==> src/rtl/si5340_cfg_sequencer.sv <==
// Walks a ROM of {page, reg, data} words and emits Si5340 register writes,
// inserting page-select writes only when the page changes.
module si5340_cfg_sequencer #(
  parameter int WORD_NUMBER  = 8,
  parameter int MEM_WIDTH    = 24,
  parameter int DELAY_INDEX  = 2,
  parameter int DELAY_CYCLES = 16,
  localparam int AW = (WORD_NUMBER > 1) ? $clog2(WORD_NUMBER) : 1
) (
  input  logic                 clk_i,
  input  logic                 arstn_i,
  input  logic                 start_i,
  output logic [AW-1:0]        rom_addr_o,
  input  logic [MEM_WIDTH-1:0] rom_data_i,
  output logic                 cmd_valid_o,
  input  logic                 cmd_ready_i,
  output logic [7:0]           cmd_reg_o,
  output logic [7:0]           cmd_data_o,
  output logic                 busy_o,
  output logic                 done_o
);

  localparam int DW = (DELAY_CYCLES > 1) ? $clog2(DELAY_CYCLES) : 1;

  typedef enum logic [2:0] {
    IDLE, FETCH, DECODE, PAGE_CMD, REG_CMD, DELAY, DONE
  } state_t;

  state_t               state;
  logic [AW-1:0]        index;
  logic [MEM_WIDTH-1:0] entry;
  logic [7:0]           cur_page;
  logic                 page_valid;
  logic [DW-1:0]        dcnt;

  logic reg_accept;
  logic at_delay;
  logic at_last;
  logic delay_end;
  logic step;

  assign reg_accept = (state == REG_CMD) && cmd_valid_o && cmd_ready_i;
  assign at_delay   = (32'(index) == DELAY_INDEX);
  assign at_last    = (32'(index) == WORD_NUMBER - 1);
  assign delay_end  = (state == DELAY) && (32'(dcnt) == DELAY_CYCLES - 1);
  // step: move on to the next ROM entry or finish the pass
  assign step       = (reg_accept && !at_delay) || delay_end;

  always_ff @(posedge clk_i or negedge arstn_i) begin
    if (!arstn_i) begin
      state       <= IDLE;
      index       <= '0;
      entry       <= '0;
      cur_page    <= '0;
      page_valid  <= 1'b0;
      dcnt        <= '0;
      cmd_valid_o <= 1'b0;
      cmd_reg_o   <= '0;
      cmd_data_o  <= '0;
      rom_addr_o  <= '0;
      busy_o      <= 1'b0;
      done_o      <= 1'b0;
    end else begin
      done_o <= 1'b0;
      case (state)
        IDLE: begin
          if (start_i) begin
            state      <= FETCH;
            index      <= '0;
            rom_addr_o <= '0;
            busy_o     <= 1'b1;
          end
        end
        FETCH: state <= DECODE;
        DECODE: begin
          entry       <= rom_data_i;
          cmd_valid_o <= 1'b1;
          if (!page_valid || (rom_data_i[23:16] != cur_page)) begin
            cmd_reg_o  <= 8'h01;
            cmd_data_o <= rom_data_i[23:16];
            state      <= PAGE_CMD;
          end else begin
            cmd_reg_o  <= rom_data_i[15:8];
            cmd_data_o <= rom_data_i[7:0];
            state      <= REG_CMD;
          end
        end
        PAGE_CMD: begin
          if (cmd_ready_i) begin
            cmd_valid_o <= 1'b0;
            cur_page    <= entry[23:16];
            page_valid  <= 1'b1;
            state       <= REG_CMD;
          end
        end
        REG_CMD: begin
          // arriving from PAGE_CMD, valid is low for one cycle before the reg write
          if (!cmd_valid_o) begin
            cmd_valid_o <= 1'b1;
            cmd_reg_o   <= entry[15:8];
            cmd_data_o  <= entry[7:0];
          end else if (cmd_ready_i) begin
            cmd_valid_o <= 1'b0;
            if (entry[15:8] == 8'h01) begin
              cur_page   <= entry[7:0];
              page_valid <= 1'b1;
            end
            if (at_delay) begin
              state <= DELAY;
              dcnt  <= '0;
            end
          end
        end
        DELAY: begin
          if (!delay_end) dcnt <= dcnt + DW'(1);
        end
        DONE: state <= IDLE;
        default: state <= IDLE;
      endcase

      if (step) begin
        if (at_last) begin
          state      <= DONE;
          done_o     <= 1'b1;
          busy_o     <= 1'b0;
          page_valid <= 1'b0;
        end else begin
          index      <= index + AW'(1);
          rom_addr_o <= index + AW'(1);
          state      <= FETCH;
        end
      end
    end
  end

endmodule

==> config.mk <==
export PLATFORM = sky130hd
export DESIGN_NAME = si5340_cfg_sequencer
export DESIGN_NICKNAME = d
export VERILOG_FILES = /design/src/rtl/si5340_cfg_sequencer.sv
export SDC_FILE = /design/constraint.sdc
export NUM_CORES = 1
export LEC_CHECK = 0
export ABC_AREA = 1
export CAP_MARGIN = 20
export CORE_MARGIN = 2
export CORE_UTILIZATION = 35
export DETAILED_ROUTE_END_ITERATION = 8
export SLEW_MARGIN = 15
export SYNTH_ARGS = -nofsm -noshare
export SYNTH_HDL_FRONTEND = slang
export SYNTH_SLANG_ARGS = --single-unit
export TNS_END_PERCENT = 100
==> constraint.sdc <==
create_clock -name clk_i -period 2.3 [get_ports clk_i]
set_clock_uncertainty 0.15 [all_clocks]
set_input_delay 0.23 -clock clk_i [delete_from_list [all_inputs] [get_ports clk_i]]
set_output_delay 0.23 -clock clk_i [all_outputs]
set_load 0.01 [all_outputs]
### Word level (Yosys, flattened, before mapping)

Index checks and enable logic that the tools add are counted.

* register bits after elaboration: 65
* input port bits: 28
* output and inout bits: 22
* logic and storage cells: 105

* add/sub/neg operators: 2
* equal/unequal tests: 23
* mux-type cells: 50
* reduce and logical (&&, ||, !) cells: 18

Operators with widths (number)
* $mux 8: 8
* $mux 3: 16
* $pmux 8 s2: 3
* $pmux 3 s6: 1
* $mux 4: 4
* $mux 1: 15
* $ne 3x3->1 const B: 5
* $ne 2x2->1 const B: 7
* $reduce_and 5->1: 2
* $eq 3x2->1 const B: 3
* $eq 3x3->1 const B: 3
* $eq 8x1->1 const B: 1
* $ne 8x8->1: 1
* $pmux 4 s2: 1
* $reduce_and 6->1: 1
* $reduce_bool 2->1: 3
* $add 4x1->4 const B: 1
* $eq 4x4->1 const B: 1
* $logic_and 1x1->1: 4
* $reduce_and 2->1: 2
* $add 3x1->3 const B: 1
* $eq 3x1->1 const B: 1
* $logic_not 3->1: 1
* $pmux 1 s3: 1
* 5 further kinds: 7

### Longest topological paths before layout

Gate-level depths: netlist (run 1).

* word-level depth: 7
* depth in mapped cells: 12
* depth with buffers taken out: 12

### Worst setup path before layout (run 1)

OpenSTA, ideal clock, no wires.

* path type: flip-flop to flip-flop
* start point: register state[0]
* end point: register index[0]
* library setup time: 121 ps
* arrival: 1290 ps
* data required time: 2029 ps
* setup slack: 739 ps
* cell stages (with the launch flop): 11
* buffers on the path: 2
* clock period less this slack: 1561 ps
* cell sequence: dfrtp_1 buf_4 nor2_2 nand2_4 clkinv_4 nand3_2 nand2_4 nand2_2 buf_6 nand3_1 o21ai_2

* cells in the longest elaborated chain, start to end: 6
* elaborated cells between the ends (all ways): 11
* those cells by class: 2 x eq/ne; 3 x mux; 6 x reduce/logical

Ends and longest elaborated chain
* from (decl): RTL line 29 `state_t state;`
* from (signal assigned): RTL line 51 `state <= IDLE;`
* from (signal assigned): RTL line 68 `state <= FETCH;`
* from (signal assigned): RTL line 74 `FETCH: state <= DECODE;`
* $eq 3x3->1: RTL line 42 `assign reg_accept = (state == REG_CMD) && cmd_valid_o && cmd_ready_i;`
* $logic_and 1x1->1 (2 in a row): RTL line 42
* $logic_and 1x1->1: RTL line 47 `assign step = (reg_accept && !at_delay) || delay_end;`
* $logic_or 1x1->1: RTL line 47
* $mux 3 (*): RTL line 121 `if (step) begin`
* to (signal assigned): RTL line 128 `index <= index + AW'(1);`
* to (decl): RTL line 30 `logic [AW-1:0] index;`

Every way passes the cells marked *; elsewhere a longest branch is shown, timed or not.
A chain may end at the register's enable or synchronous reset.

### Worst setup path in the final report (run 1)

* start point: register state[2]
* end point: register cmd_reg_o[0]

* cells in the longest elaborated chain, start to end: 3
* elaborated cells between the ends (all ways): 6
* those cells by class: 3 x eq/ne; 1 x mux; 2 x reduce/logical

Ends and longest elaborated chain
* $eq 3x3->1 or $eq 3x2->1 (tied branches): RTL line 65 `case (state)`
* $ne 2x2->1 (no line) or $reduce_bool 2->1 (tied branches)
* $reduce_and 2->1 (no line)
* to (signal assigned): RTL line 83 `cmd_reg_o <= rom_data_i[15:8];`
* to (signal assigned): RTL line 100 `cmd_reg_o <= entry[15:8];`
* to (decl): RTL line 17 `output logic [7:0] cmd_reg_o,`

Parallel ways exist; a longest one is shown, timed or not.

==> impl_metrics.toml, run 1 <==
[placement]
hpwl_um = 5929
routabilityCongestion = 0.8217
numPlacedInstances = 631
dpl_worst_slack_ps = 191.7
io_buffer_count = 49

[global_routing]
grt_pass1_vias = 3046
grt_pass1_wl_um = 14550
overflow = 0
grt_usage = 0.1660
grt_max_degree = 66
antenna_found_initial = 0

[logic_synthesis]
yosys.area.top_type_share = 0.4649
synth.ff_latch_count = 65
yosysMostFrequentCell = "nand2_1"
syn_avg_cell_area_um2 = 7.655
syn-num-nets = 489
yosysWarnings = 0
synth_edf_count = 0
synth.distinct_cells = 33
yosysSeqAreaShare = 0.4649
synth_area_um2 = 3498
yosys.area.top_type = "dfrtp_1"
netlist_top_cells_count = "143 x nand2_1, 65 x dfrtp_1, 61 x inv_1"
yosys_most_used_dff = "dfrtp_1"
synthTopCellsByArea = "dfrtp_1 46%, nand2_1 15%, inv_1 6.5%, o21ai_0 6.0%, nand3_1 4.9%"
synthArstFlopShare = 1.000
syn_inst = 457

[critical_path]
path_cells = "nor3_2, inv_2, nand2_2, inv_2, nand2_1, o21ai_0"
cpMaxStageDelayCell = "dfrtp_1"
rr_startpoint = "state[2]"
crit_path_max_incr_delay_ps = 480
r2r_slack_ps = 340
cpMostUsedCell = "inv_2"
path_class = "reg -> reg"
critical_path_required_ps = 2370
worst-endpoint-arrival_ps = 2040
start_kind = "flip-flop"
reg2reg_to = "cmd_reg_o[0]"
worst-path-max-fanout = 23
crit_path_end_kind = "flip-flop"
rr_worst_depth = 6

[routing]
vias = 3054
via_per_inst = 4.713
drcViolationCount = 0
first_pass_iters = 4
drtIter0Drc = 180
wl_per_cell_um = 13.03
routed_wl_um = 8443
ant_nets = 0

[layout]
drive_gt1_frac = 0.09903
diodes = 0
final_nets = 542
nFillCells = 1029
stdcell_count = 648
final_util = 0.4466
area_growth_syn_to_layout_pct = 24.21

[timing]
rsz0062_at_grt = "false"
fmax_ghz = 0.5091
min_period_ps = 1964
finalSetupTns_ps = 0
hold_violations = 0
finalCritPeriodShare = 0.8540
tightest_slew_ps = 449.8
slew_headroom = 0.6991
slew_violations = 0
setup_viol = 0
fin_ws_ps = 335.8

[cts]
cts_sinks = 65
clkSlewWorstSetupHoldPaths_ps = 80
cts_setup_buffers = 0
cts_resized = 0
htree_levels = 3
cts_tree = "yes"
root_buffer = "clkbuf_8"
cts_buffers = 9
clockBufferDepth = 2
insertion_delay_ps = 340

[floorplan]
io_pins = 50
coreArea_um2 = 9729
rows = 36
initial_utilization = 0.3596
die_w_um = 104.0
die_y_um = 104.0
dieArea_um2 = 10810

[min_path]
hp-class = "in -> async"

[job]
drv_cap = 0

[pwr]
irDropWorstVdd_mv = 0.4875
power_uw = 5473
power_leakage_uw = 0.002207
p_per_area_nw_per_um2 = 1260

[run_status]
status = "completed"
==> registers in the layout, indices dropped and copies added, names as in the netlist, 3 cells and up <==
name        count
cur_page        8
cmd_reg_o       8
dcnt            4
index           3
cmd_data_o      8
rom_addr_o      3
state           3
entry          24
==> cells by family after synthesis <==
family / Yosys count / share of synthesized area
XOR/XNOR: 3 / 0.007512
buffers and inverters: 81 / 0.1030
AO/OA/AOI/OAI: 73 / 0.1109
AND/OR/NAND/NOR: 231 / 0.2993
adder cells (fa/ha/maj): 4 / 0.01431
flip-flops: 65 / 0.4649
==> per-stage QoR <==
stage	hold slack, ps	cell area [um^2]
after floorplan	-215.6	3498
after global placement	128.1	4108
after detailed placement	129.0	4108
after CTS	302.4	4345
after global routing	309.9	4345
final	288.9	4345
==> per-layer routing <==
layer / global-route usage / vias up / wire length [um]
li1: - / 1547 / -
met1: 0.2232 / 1441 / 4071
met2: 0.2674 / 56 / 3979
met3: 0.03070 / 10 / 261
met4: 0.06081 / 0 / 131
met5: 0 / - / 0
==> power breakdown <==
part | switching [uW] | internal, uW | total (uW)
registers | 329 | 1640 | 1970
clock network | 482 | 644 | 1130
logic | 1440 | 940 | 2380
==> cells in the final DEF, fill, tap and decap left out, drive strengths merged <==
master | synthesis | layout
clkinvlp | 0 | 1
nand3b | 2 | 2
o22ai | 1 | 1
inv | 65 | 66
nand3 | 36 | 36
ha | 4 | 4
o31ai | 1 | 1
clkbuf | 3 | 10
o21ai | 50 | 50
dlygate4sd3 | 0 | 1
a21oi | 21 | 21
bufinv | 0 | 2
nor3 | 1 | 1
xnor2 | 2 | 2
buf | 12 | 8
clkdlybuf4s50 | 0 | 48
nor2 | 35 | 35
nor4 | 2 | 2
nand4 | 5 | 5
nand2 | 150 | 150
clkinv | 1 | 3
dfrtp | 65 | 65
xor2 | 1 | 1
==> worst max-delay path, delay by kind of cell, from the launching register on <==
| family | cells | cell delay [ps] |
|---|---|---|
| AOI/OAI and AO/OA | 1 | 70 |
| buffers and inverters | 2 | 390 |
| DFF | 1 | 480 |
| and+or+nand+nor | 3 | 770 |
==> final cells by class <==
class,count,area (um^2),share of cell area
clock buffer,10,137.6,0.03167
clock inverter,6,90.09,0.02073
inverter,66,252.7,0.05816
multi-input combinational,311,1511,0.3478
sequential,65,1627,0.3743
tap,133,166.4,0.03830
timing repair buffer,57,560.5,0.1290
==> how the worst max path moves through the flow <==
stage	startpoint	end	slack, ps	cells past startpoint
after floorplan	state[0]	index[0]	740	10
after global placement	rom_data_i[23]	cmd_data_o[1]	210	10
after detailed placement	rom_data_i[21]	state[0]	190	12
after CTS	state[2]	cmd_reg_o[0]	300	6
after global routing	state[2]	cmd_data_o[0]	170	6
final	state[2]	cmd_reg_o[0]	340	6
==> repair_timing <==
action,CTS,global route
hold buffers,1,0
endpoints found under the hold margin,65,0
endpoints found under the setup margin,0,0
(Power assumes the default switching activity.)
==> run 2, diff against run 1 <==
Settings changed: SKIP_LAST_GASP set to 1.
==> results of run 2 <==
The final DEF is identical to that of run 1; final timing and power are the same.
